--- config.mk ---
export PLATFORM = sky130hd
export DESIGN_NAME = abs_diff_bank
export DESIGN_NICKNAME = d
export VERILOG_FILES = /design/src/rtl/abs_diff_pkg.sv /design/src/rtl/abs_diff_lane.sv /design/src/rtl/abs_diff_bank.sv
export SDC_FILE = /design/constraint.sdc
export NUM_CORES = 1
export LEC_CHECK = 0
export BUFFER_PORTS_ARGS = -buffer_cell sky130_fd_sc_hd__clkbuf_2
export CAP_MARGIN = 30
export CORE_UTILIZATION = 35
export CTS_CLUSTER_DIAMETER = 60
export DETAILED_ROUTE_END_ITERATION = 12
export HOLD_SLACK_MARGIN = 0.06
export PLACE_DENSITY = 0.55
export SLEW_MARGIN = 20
export SYNTH_ARGS = -nofsm -noshare
export SYNTH_HDL_FRONTEND = slang
export SYNTH_HIERARCHICAL = 1
export SYNTH_SLANG_ARGS = --single-unit
--- constraint.sdc ---
create_clock -name i_clk -period 2.3 [get_ports i_clk]
set_input_delay 0.345 -clock i_clk [delete_from_list [all_inputs] [get_ports i_clk]]
set_output_delay 0.345 -clock i_clk [all_outputs]
set_load 0.01 [all_outputs]
--- src/rtl/abs_diff_pkg.sv ---
// Shared types and constants for the multi-channel ECG abs-difference stage.
// Latency: n/a (declarations only).
// Backpressure: n/a.
package abs_diff_pkg;

    localparam int DEF_DATA_WIDTH = 11;

    typedef logic signed [DEF_DATA_WIDTH-1:0] sample_t;
    // One extra bit so sample - MA can never wrap.
    typedef logic signed [DEF_DATA_WIDTH:0]   diff_t;

    // Largest positive value representable in a dw-bit signed result.
    function automatic int SAT_MAX(input int dw);
        return (2 ** (dw - 1)) - 1;
    endfunction

endpackage

--- src/rtl/abs_diff_lane.sv ---
// One channel: |sample - MA| with saturation, valid, sticky sat flag, optional peak hold.
// Latency: PIPE_STAGES i_ce-cycles (1: single register stage, 2: diff reg then abs/sat reg).
// Backpressure: none; i_ce=0 freezes the pipe. Optional peak hold under ABS_DIFF_PEAK_HOLD_EN.
// Ports: i_sample/i_ma/i_ma_valid in; o_abs_diff/o_valid out, o_valid_nxt (next output valid,
// for the bank-level all-valid register), o_sat sticky flag, i_peak_clr/o_peak when enabled.
module abs_diff_lane
    import abs_diff_pkg::*;
#(
    parameter int DW          = DEF_DATA_WIDTH,
    parameter int PIPE_STAGES = 2
) (
    input  logic                 i_clk,
    input  logic                 i_nrst,
    input  logic                 i_ce,
    input  logic signed [DW-1:0] i_sample,
    input  logic signed [DW-1:0] i_ma,
    input  logic                 i_ma_valid,
    input  logic                 i_sat_clr,
`ifdef ABS_DIFF_PEAK_HOLD_EN
    input  logic                 i_peak_clr,
    output logic [DW-1:0]        o_peak,
`endif
    output logic [DW-1:0]        o_abs_diff,
    output logic                 o_valid,
    output logic                 o_valid_nxt,
    output logic                 o_sat
);

    localparam logic [DW:0] SAT_LIM = (DW+1)'(SAT_MAX(DW));

    logic signed [DW:0] diff_c;
    logic signed [DW:0] diff_s;
    logic               vld_s;
    logic [DW:0]        abs_c;
    logic               sat_c;
    logic [DW-1:0]      res_c;

    // Sign-extend both operands first so the subtraction cannot overflow.
    assign diff_c = {i_sample[DW-1], i_sample} - {i_ma[DW-1], i_ma};

    if (PIPE_STAGES == 2) begin : g_two_stage
        always_ff @(posedge i_clk or negedge i_nrst) begin
            if (!i_nrst) begin
                diff_s <= '0;
                vld_s  <= 1'b0;
            end else if (i_ce) begin
                diff_s <= diff_c;
                vld_s  <= i_ma_valid;
            end
        end
    end else begin : g_one_stage
        assign diff_s = diff_c;
        assign vld_s  = i_ma_valid;
    end

    // |diff| fits DW+1 unsigned bits: the most negative diff is -(2^DW - 1).
    assign abs_c = diff_s[DW] ? $unsigned(-diff_s) : $unsigned(diff_s);
    assign sat_c = vld_s && (abs_c > SAT_LIM);
    assign res_c = !vld_s ? '0 : (sat_c ? SAT_LIM[DW-1:0] : abs_c[DW-1:0]);

    assign o_valid_nxt = vld_s;

    always_ff @(posedge i_clk or negedge i_nrst) begin
        if (!i_nrst) begin
            o_abs_diff <= '0;
            o_valid    <= 1'b0;
        end else if (i_ce) begin
            o_abs_diff <= res_c;
            o_valid    <= vld_s;
        end
    end

    // Set only when a saturated result is actually registered; set beats clear.
    always_ff @(posedge i_clk or negedge i_nrst) begin
        if (!i_nrst) begin
            o_sat <= 1'b0;
        end else if (i_ce && sat_c) begin
            o_sat <= 1'b1;
        end else if (i_sat_clr) begin
            o_sat <= 1'b0;
        end
    end

`ifdef ABS_DIFF_PEAK_HOLD_EN
    // Tracks the registered output; a clear restarts from the current result if valid.
    always_ff @(posedge i_clk or negedge i_nrst) begin
        if (!i_nrst) begin
            o_peak <= '0;
        end else if (i_peak_clr) begin
            o_peak <= o_valid ? o_abs_diff : '0;
        end else if (o_valid && (o_abs_diff > o_peak)) begin
            o_peak <= o_abs_diff;
        end
    end
`endif

endmodule

--- src/rtl/abs_diff_bank.sv ---
// Multi-channel |ECG sample - MA| bank with saturation, sticky flags and aligned sample copy.
// Latency: PIPE_STAGES i_ce-cycles for results, valids, o_all_valid and o_ecg_sample.
// Backpressure: none; i_ce=0 freezes every pipeline register. Macro: ABS_DIFF_PEAK_HOLD_EN.
// Ports: i_ecg_sample, i_ma (ch k at [k*DW +: DW]), i_ma_valid, i_sat_clr in;
// o_ecg_sample, o_abs_diff, o_abs_diff_valid, o_all_valid, o_sat out; i_peak_clr/o_peak optional.
module abs_diff_bank
    import abs_diff_pkg::*;
#(
    parameter int DATA_WIDTH  = DEF_DATA_WIDTH,
    parameter int NUM_CH      = 2,
    parameter int PIPE_STAGES = 2
) (
    input  logic                           i_clk,
    input  logic                           i_nrst,
    input  logic                           i_ce,
    input  logic signed [DATA_WIDTH-1:0]   i_ecg_sample,
    input  logic [NUM_CH*DATA_WIDTH-1:0]   i_ma,
    input  logic [NUM_CH-1:0]              i_ma_valid,
    input  logic                           i_sat_clr,
`ifdef ABS_DIFF_PEAK_HOLD_EN
    input  logic                           i_peak_clr,
    output logic [NUM_CH*DATA_WIDTH-1:0]   o_peak,
`endif
    output logic signed [DATA_WIDTH-1:0]   o_ecg_sample,
    output logic [NUM_CH*DATA_WIDTH-1:0]   o_abs_diff,
    output logic [NUM_CH-1:0]              o_abs_diff_valid,
    output logic                           o_all_valid,
    output logic [NUM_CH-1:0]              o_sat
);

    logic [NUM_CH-1:0]            valid_nxt;
    logic signed [DATA_WIDTH-1:0] ecg_pipe [PIPE_STAGES];

    for (genvar k = 0; k < NUM_CH; k++) begin : g_lane
        abs_diff_lane #(
            .DW          (DATA_WIDTH),
            .PIPE_STAGES (PIPE_STAGES)
        ) u_lane (
            .i_clk       (i_clk),
            .i_nrst      (i_nrst),
            .i_ce        (i_ce),
            .i_sample    (i_ecg_sample),
            .i_ma        (i_ma[k*DATA_WIDTH +: DATA_WIDTH]),
            .i_ma_valid  (i_ma_valid[k]),
            .i_sat_clr   (i_sat_clr),
`ifdef ABS_DIFF_PEAK_HOLD_EN
            .i_peak_clr  (i_peak_clr),
            .o_peak      (o_peak[k*DATA_WIDTH +: DATA_WIDTH]),
`endif
            .o_abs_diff  (o_abs_diff[k*DATA_WIDTH +: DATA_WIDTH]),
            .o_valid     (o_abs_diff_valid[k]),
            .o_valid_nxt (valid_nxt[k]),
            .o_sat       (o_sat[k])
        );
    end

    // Sample delay line has the same depth as the lanes so it stays aligned.
    always_ff @(posedge i_clk or negedge i_nrst) begin
        if (!i_nrst) begin
            for (int i = 0; i < PIPE_STAGES; i++) ecg_pipe[i] <= '0;
        end else if (i_ce) begin
            ecg_pipe[0] <= i_ecg_sample;
            for (int i = 1; i < PIPE_STAGES; i++) ecg_pipe[i] <= ecg_pipe[i-1];
        end
    end

    assign o_ecg_sample = ecg_pipe[PIPE_STAGES-1];

    // Registered from the lanes' next-state valids so it lands with them.
    always_ff @(posedge i_clk or negedge i_nrst) begin
        if (!i_nrst) begin
            o_all_valid <= 1'b0;
        end else if (i_ce) begin
            o_all_valid <= &valid_nxt;
        end
    end

endmodule
== After elaboration in Yosys (flattened, before gate mapping) ==
Index checks and enable logic that the tools add are counted.
Word-level totals
  output and inout bits: 38
  flip-flop bits (word level): 75
  bits of input ports: 39
Cells by class
  reductions and logical operators: 7
  $add $sub $neg: 4
  mux-type cells: 9
  $lt $le $gt $ge: 2
Operators by type and width (number)
  11-bit two-way mux: 4
  12-bit by 10-bit greater-than comparator with 1-bit output (second input constant): 2
  12-bit two-way mux: 2
  12-bit negator: 2
  11-bit by 11-bit subtractor with 12-bit output: 2
  1-bit logical AND: 4
  2-bit nonzero test: 2
  1-bit two-way mux: 3
  2-bit AND reduction: 1

== Longest topological paths before layout ==
  depth after elaboration: 6
  mapped depth: 8
  gate-level depth less buffers: 8

== Modules after synthesis ==
Netlist, hierarchy kept.
By module, submodules not included
  abs_diff_lane at g_lane[1].u_lane: times used 1, sequential area each 650.6 µm², cells each 199, area an instance 1848.0 µm²
  abs_diff_lane at g_lane[0].u_lane: times used 1, sequential area each 650.6 µm², cells each 198, area an instance 1808.0 µm²
  abs_diff_bank: times used 1, sequential area each 575.6 µm², cells each 62, area an instance 1038.5 µm²

== Worst setup path before layout ==
No wires, ideal clock.
  kind: input port to flip-flop
  start: in i_ecg_sample[0]
  end: reg g_lane[0].u_lane.diff_s[10]
  stages: 8
  arrival: 2051 ps
  data required time: 2174 ps
  path slack: 123 ps
  setup time: 126 ps
  cells stage by stage: inv_1 > ha_1 > fa_1 > nand2b_1 > a2111oi_0 > nor2_1 > mux2_2 > a221o_1
Between the ends
  cells in the longest elaborated chain, start to end: 1
RTL lines
  start: declaration: line abs_diff_bank.sv:16  | input logic signed [DATA_WIDTH-1:0] i_ecg_sample,
  11-bit by 11-bit subtractor with 12-bit output: line abs_diff_lane.sv:39  | assign diff_c = {i_sample[DW-1], i_sample} - {i_ma[DW-1], i_ma};
  end signal: assignment: line abs_diff_lane.sv:47  | diff_s <= diff_c;
  end: declaration: line abs_diff_lane.sv:32  | logic signed [DW:0] diff_s;
Every way passes these cells.
A chain may end at the register's enable or synchronous reset.

== Worst setup path in the final report ==
  start: reg g_lane[1].u_lane.diff_s[5]
  end: reg g_lane[1].u_lane.o_abs_diff[5]
Between the ends
  cells in the longest elaborated chain, start to end: 6
RTL lines
  start: declaration: line abs_diff_lane.sv:32
  start signal: assignment: line abs_diff_lane.sv:47
  12-bit negator: line abs_diff_lane.sv:57  | assign abs_c = diff_s[DW] ? $unsigned(-diff_s) : $unsigned(diff_s);
  12-bit two-way mux (*): line abs_diff_lane.sv:57
  12-bit by 10-bit greater-than comparator with 1-bit output: line abs_diff_lane.sv:58  | assign sat_c = vld_s && (abs_c > SAT_LIM);
  1-bit logical AND: line abs_diff_lane.sv:58
  11-bit two-way mux (*) (2 in series): line abs_diff_lane.sv:59  | assign res_c = !vld_s ? '0 : (sat_c ? SAT_LIM[DW-1:0] : abs_c[DW-1:0]);
  end signal: assignment: line abs_diff_lane.sv:68  | o_abs_diff <= res_c;
  end: declaration: line abs_diff_lane.sv:23  | output logic [DW-1:0] o_abs_diff,
Every way passes the cells marked *; elsewhere a longest branch is shown, timed or not.

==> run summary <==
Final Max Tran Viols: 0
Setup TNS: 0 ns
Hold Crit Class: in2reg
Ratio of final minimum period to clock period: 91.65%
Cell at the slowest stage of the critical path: or4_1
Clock power share: 33.7%
Cell count after placement: 698
Leakage: 2.687 nW
IO buf count: 76
Hold path start: i_sat_clr
Min Clock Period, post-route: 2.108 ns
Number of global-route vias before repair: 3,515
Combinational share of power: 26.3%
Non-filler instance count after layout: 715
Internal cell power: 3.071 mW
Crit-path cells: nor4_4, nand3_2, o211a_1, or4_1, o221ai_2
DP Wirelength: 8428 um
Post-Synth Simple-Gate Area: 12.31%
PwrDens: 806.5 mW/mm2
First DRT Iteration DRCs: 111
Final hold violations: 0
Post_cts resized: 0
Synth Cell Area: 0.004695 mm2
Yosys top cell by area: dfrtp_1
Max cap viols: 0
WS Path Type: reg2reg
Cts bufs inserted: 9
Post-synth EDFFs: 0
CP startpoint kind: flip-flop
Switching pwr: 1.406 mW
Routed vias/inst: 4.912
ANT nets after route: 0
DRC Markers: 0
Post-synth top flop: dfrtp_1
Gp weighted congestion: 0.8479
GRT Total Usage: 16.73%
Yosys cell types: 51
Pre-antenna DRT Iters: 4
N_diodes: 0
CP top delay family: simple AND/OR/NAND/NOR gates
Run status: complete, no violations
Grt total ovfl: 0
Reg power frac: 40.0%
Syn. warnings: 6
Die ar.: 0.01388 mm2
Chip width: 117.8 um
Fillers: 1,256
Storage cell area: 0.001877 mm2
Post-synth top cells: 75 x dfrtp_1, 51 x inv_1, 34 x nand2_1
Placed Area: 0.005224 mm2
RSZ-0062 raised after global routing: false
Fmax: 474.4 MHz
R2R Path Start: g_lane[1].u_lane/diff_s[5]
Syn_nets: 524
CP peak stage delay: 0.68 ns
Num ports: 77
Clk root buf: clkbuf_16
Die Y: 117.8 um
Initial antenna violation count: 0
Multi-input gate area: 0.002417 mm2
Largest family of logic cells by synthesized area: compound AO/OA/AOI/OAI gates
WL/cell: 15.31 um
CP bufs+invs: 0
Most numerous cell in the Yosys netlist: dfrtp_1
First-pass GRT wire length: 18,100 um
H-tree depth: 3
Largest net degree at the start of global routing: 39
Setup Buffers After CTS: 0
Syn Area/Cell: 10.23 um2
Hold Slack: 0.2065 ns
Seq/Total Area, Yosys: 39.98%
Clock-pin transition on the worst setup and hold timing paths: 0.06 ns
Worst EP arrival: 2.36 ns
Post-Route Skew: 0.005956 ns
Peak VDD IR: 0.3808 mV
Initial Util: 36.60%
Ys async rst share: 100.0%
Critical Path RT: 2.56 ns
Skew-Pair Late Insertion Delay: 0.34 ns
Fin nets: 603
Endpoints failing setup: 0
Clock sink total: 75
Endpoint class of the critical path: flip-flop
Row cnt: 41
Area share of xor/xnor cells in the synthesized design: 4.104%
Syn Inst Count: 459
Layout cells sized above 1: 29.83%
Hold-fix buffers, CTS: 1
Proportion of synthesized area in mux cells: 10.87%
Crit path max fanout: 10
Max clock buf depth: 2
Post-layout util: 43.29%
Via total after detailed routing: 3,512
Relative slew slack: 66.09%
Sw Ratio: 31.40%
Setup WS post-layout: 0.1921 ns
Layout area overhead: 18.26%
CTS tree: yes
Final Total Pwr: 4.477 mW
Synth Area in Compound Gates: 16.95%
Area share of the largest cell type after synthesis: 39.98%
Final Cell Area: 0.005552 mm2
Core area: 0.01282 mm2
Drt total wl: 10,950 um
Synthesis-stage register bit count: 75
Synth Area in Adders: 7.249%
Setup WS pre-CTS: -0.1468 ns
CP startpoint: g_lane[1].u_lane/diff_s[5]
Area contributors post-synth: dfrtp_1 40%, ha_1 6.4%, mux2_4 5.8%
Worst Max-Slew Pin Slew: 0.5087 ns
[cell type report]
class                           count  area share (%)
Timing Repair Buffer               93           9.466
Clock buffer                        9           4.057
Multi-Input combinational cell    306           43.54
Inverter                           53           3.584
Clock inverter                      7           1.668
Sequential cell                    75           33.81
Tap cell                          172           3.876
[registers in the layout, indices dropped and copies added, names as in the netlist]
signal,flops
g_lane.u_lane/o_valid,2
o_ecg_sample,11
o_all_valid,1
g_lane.u_lane/diff_s,24
g_lane.u_lane/o_sat,2
g_lane.u_lane/o_valid_nxt,2
g_lane.u_lane/o_abs_diff,22
ecg_pipe,11
[power groups by stage]
stage | Clock (mW) | Combinational [mW] | Sequential (mW)
2_1_floorplan | 0 | 0.820 | 1.81
3_3_place_gp | 0 | 1.17 | 1.80
3_5_place_dp | 0 | 1.19 | 1.81
4_1_cts | 1.56 | 1.19 | 1.79
5_1_grt | 1.61 | 1.32 | 1.83
6_report | 1.51 | 1.18 | 1.79
[cell families (layout without fill, tap and decap cells)]
kind of cell               count (synthesis)  after routing
muxes                                     40             40
and+or+nand+nor                          113            113
buffers and inverters                     78            162
AOI/OAI and AO/OA                        105            105
adders and majority gates                 26             26
xor gates and xnor gates                  22             22
DFF                                       75             75
[path summary, 6_finish.rpt]
check	endpoint	cells past startpoint	slack, ns
hold / removal	g_lane[1].u_lane/o_sat	2	0.21
setup reg to reg	g_lane[1].u_lane/o_abs_diff[5]	5	0.19
min in group asynchronous	g_lane[1].u_lane/o_abs_diff[10]	2	0.52
hold reg to reg	g_lane[1].u_lane/o_abs_diff[9]	2	0.50
max in group asynchronous	ecg_pipe[20]	3	1.19
setup / recovery	g_lane[1].u_lane/o_abs_diff[5]	5	0.19
[cell usage in the layout, fill, tap and decap left out, types with 4 or more instances in the layout]
cell,n
mux2_4,18
nand2_1,34
a21oi_1,29
inv_1,51
o31ai_1,12
clkbuf_2,74
o21ai_0,15
o221ai_2,12
nand2b_1,11
dfrtp_1,75
buf_4,16
nor2_1,25
xnor2_1,10
nand3_1,7
a21o_1,4
o21a_1,8
nor3_1,13
mux2_2,16
nand4_1,4
a211oi_1,6
xor2_1,12
clkbuf_16,9
mux2i_1,6
ha_1,24
[routing by layer]
layer  share of wire [%]  track usage (%)
met1                  48            22.27
met2                  46            26.03
met3                 3.0            3.101
met4                 2.7            8.173
met5                   0                0
Note: power is estimated with default switching activity, not from simulation.
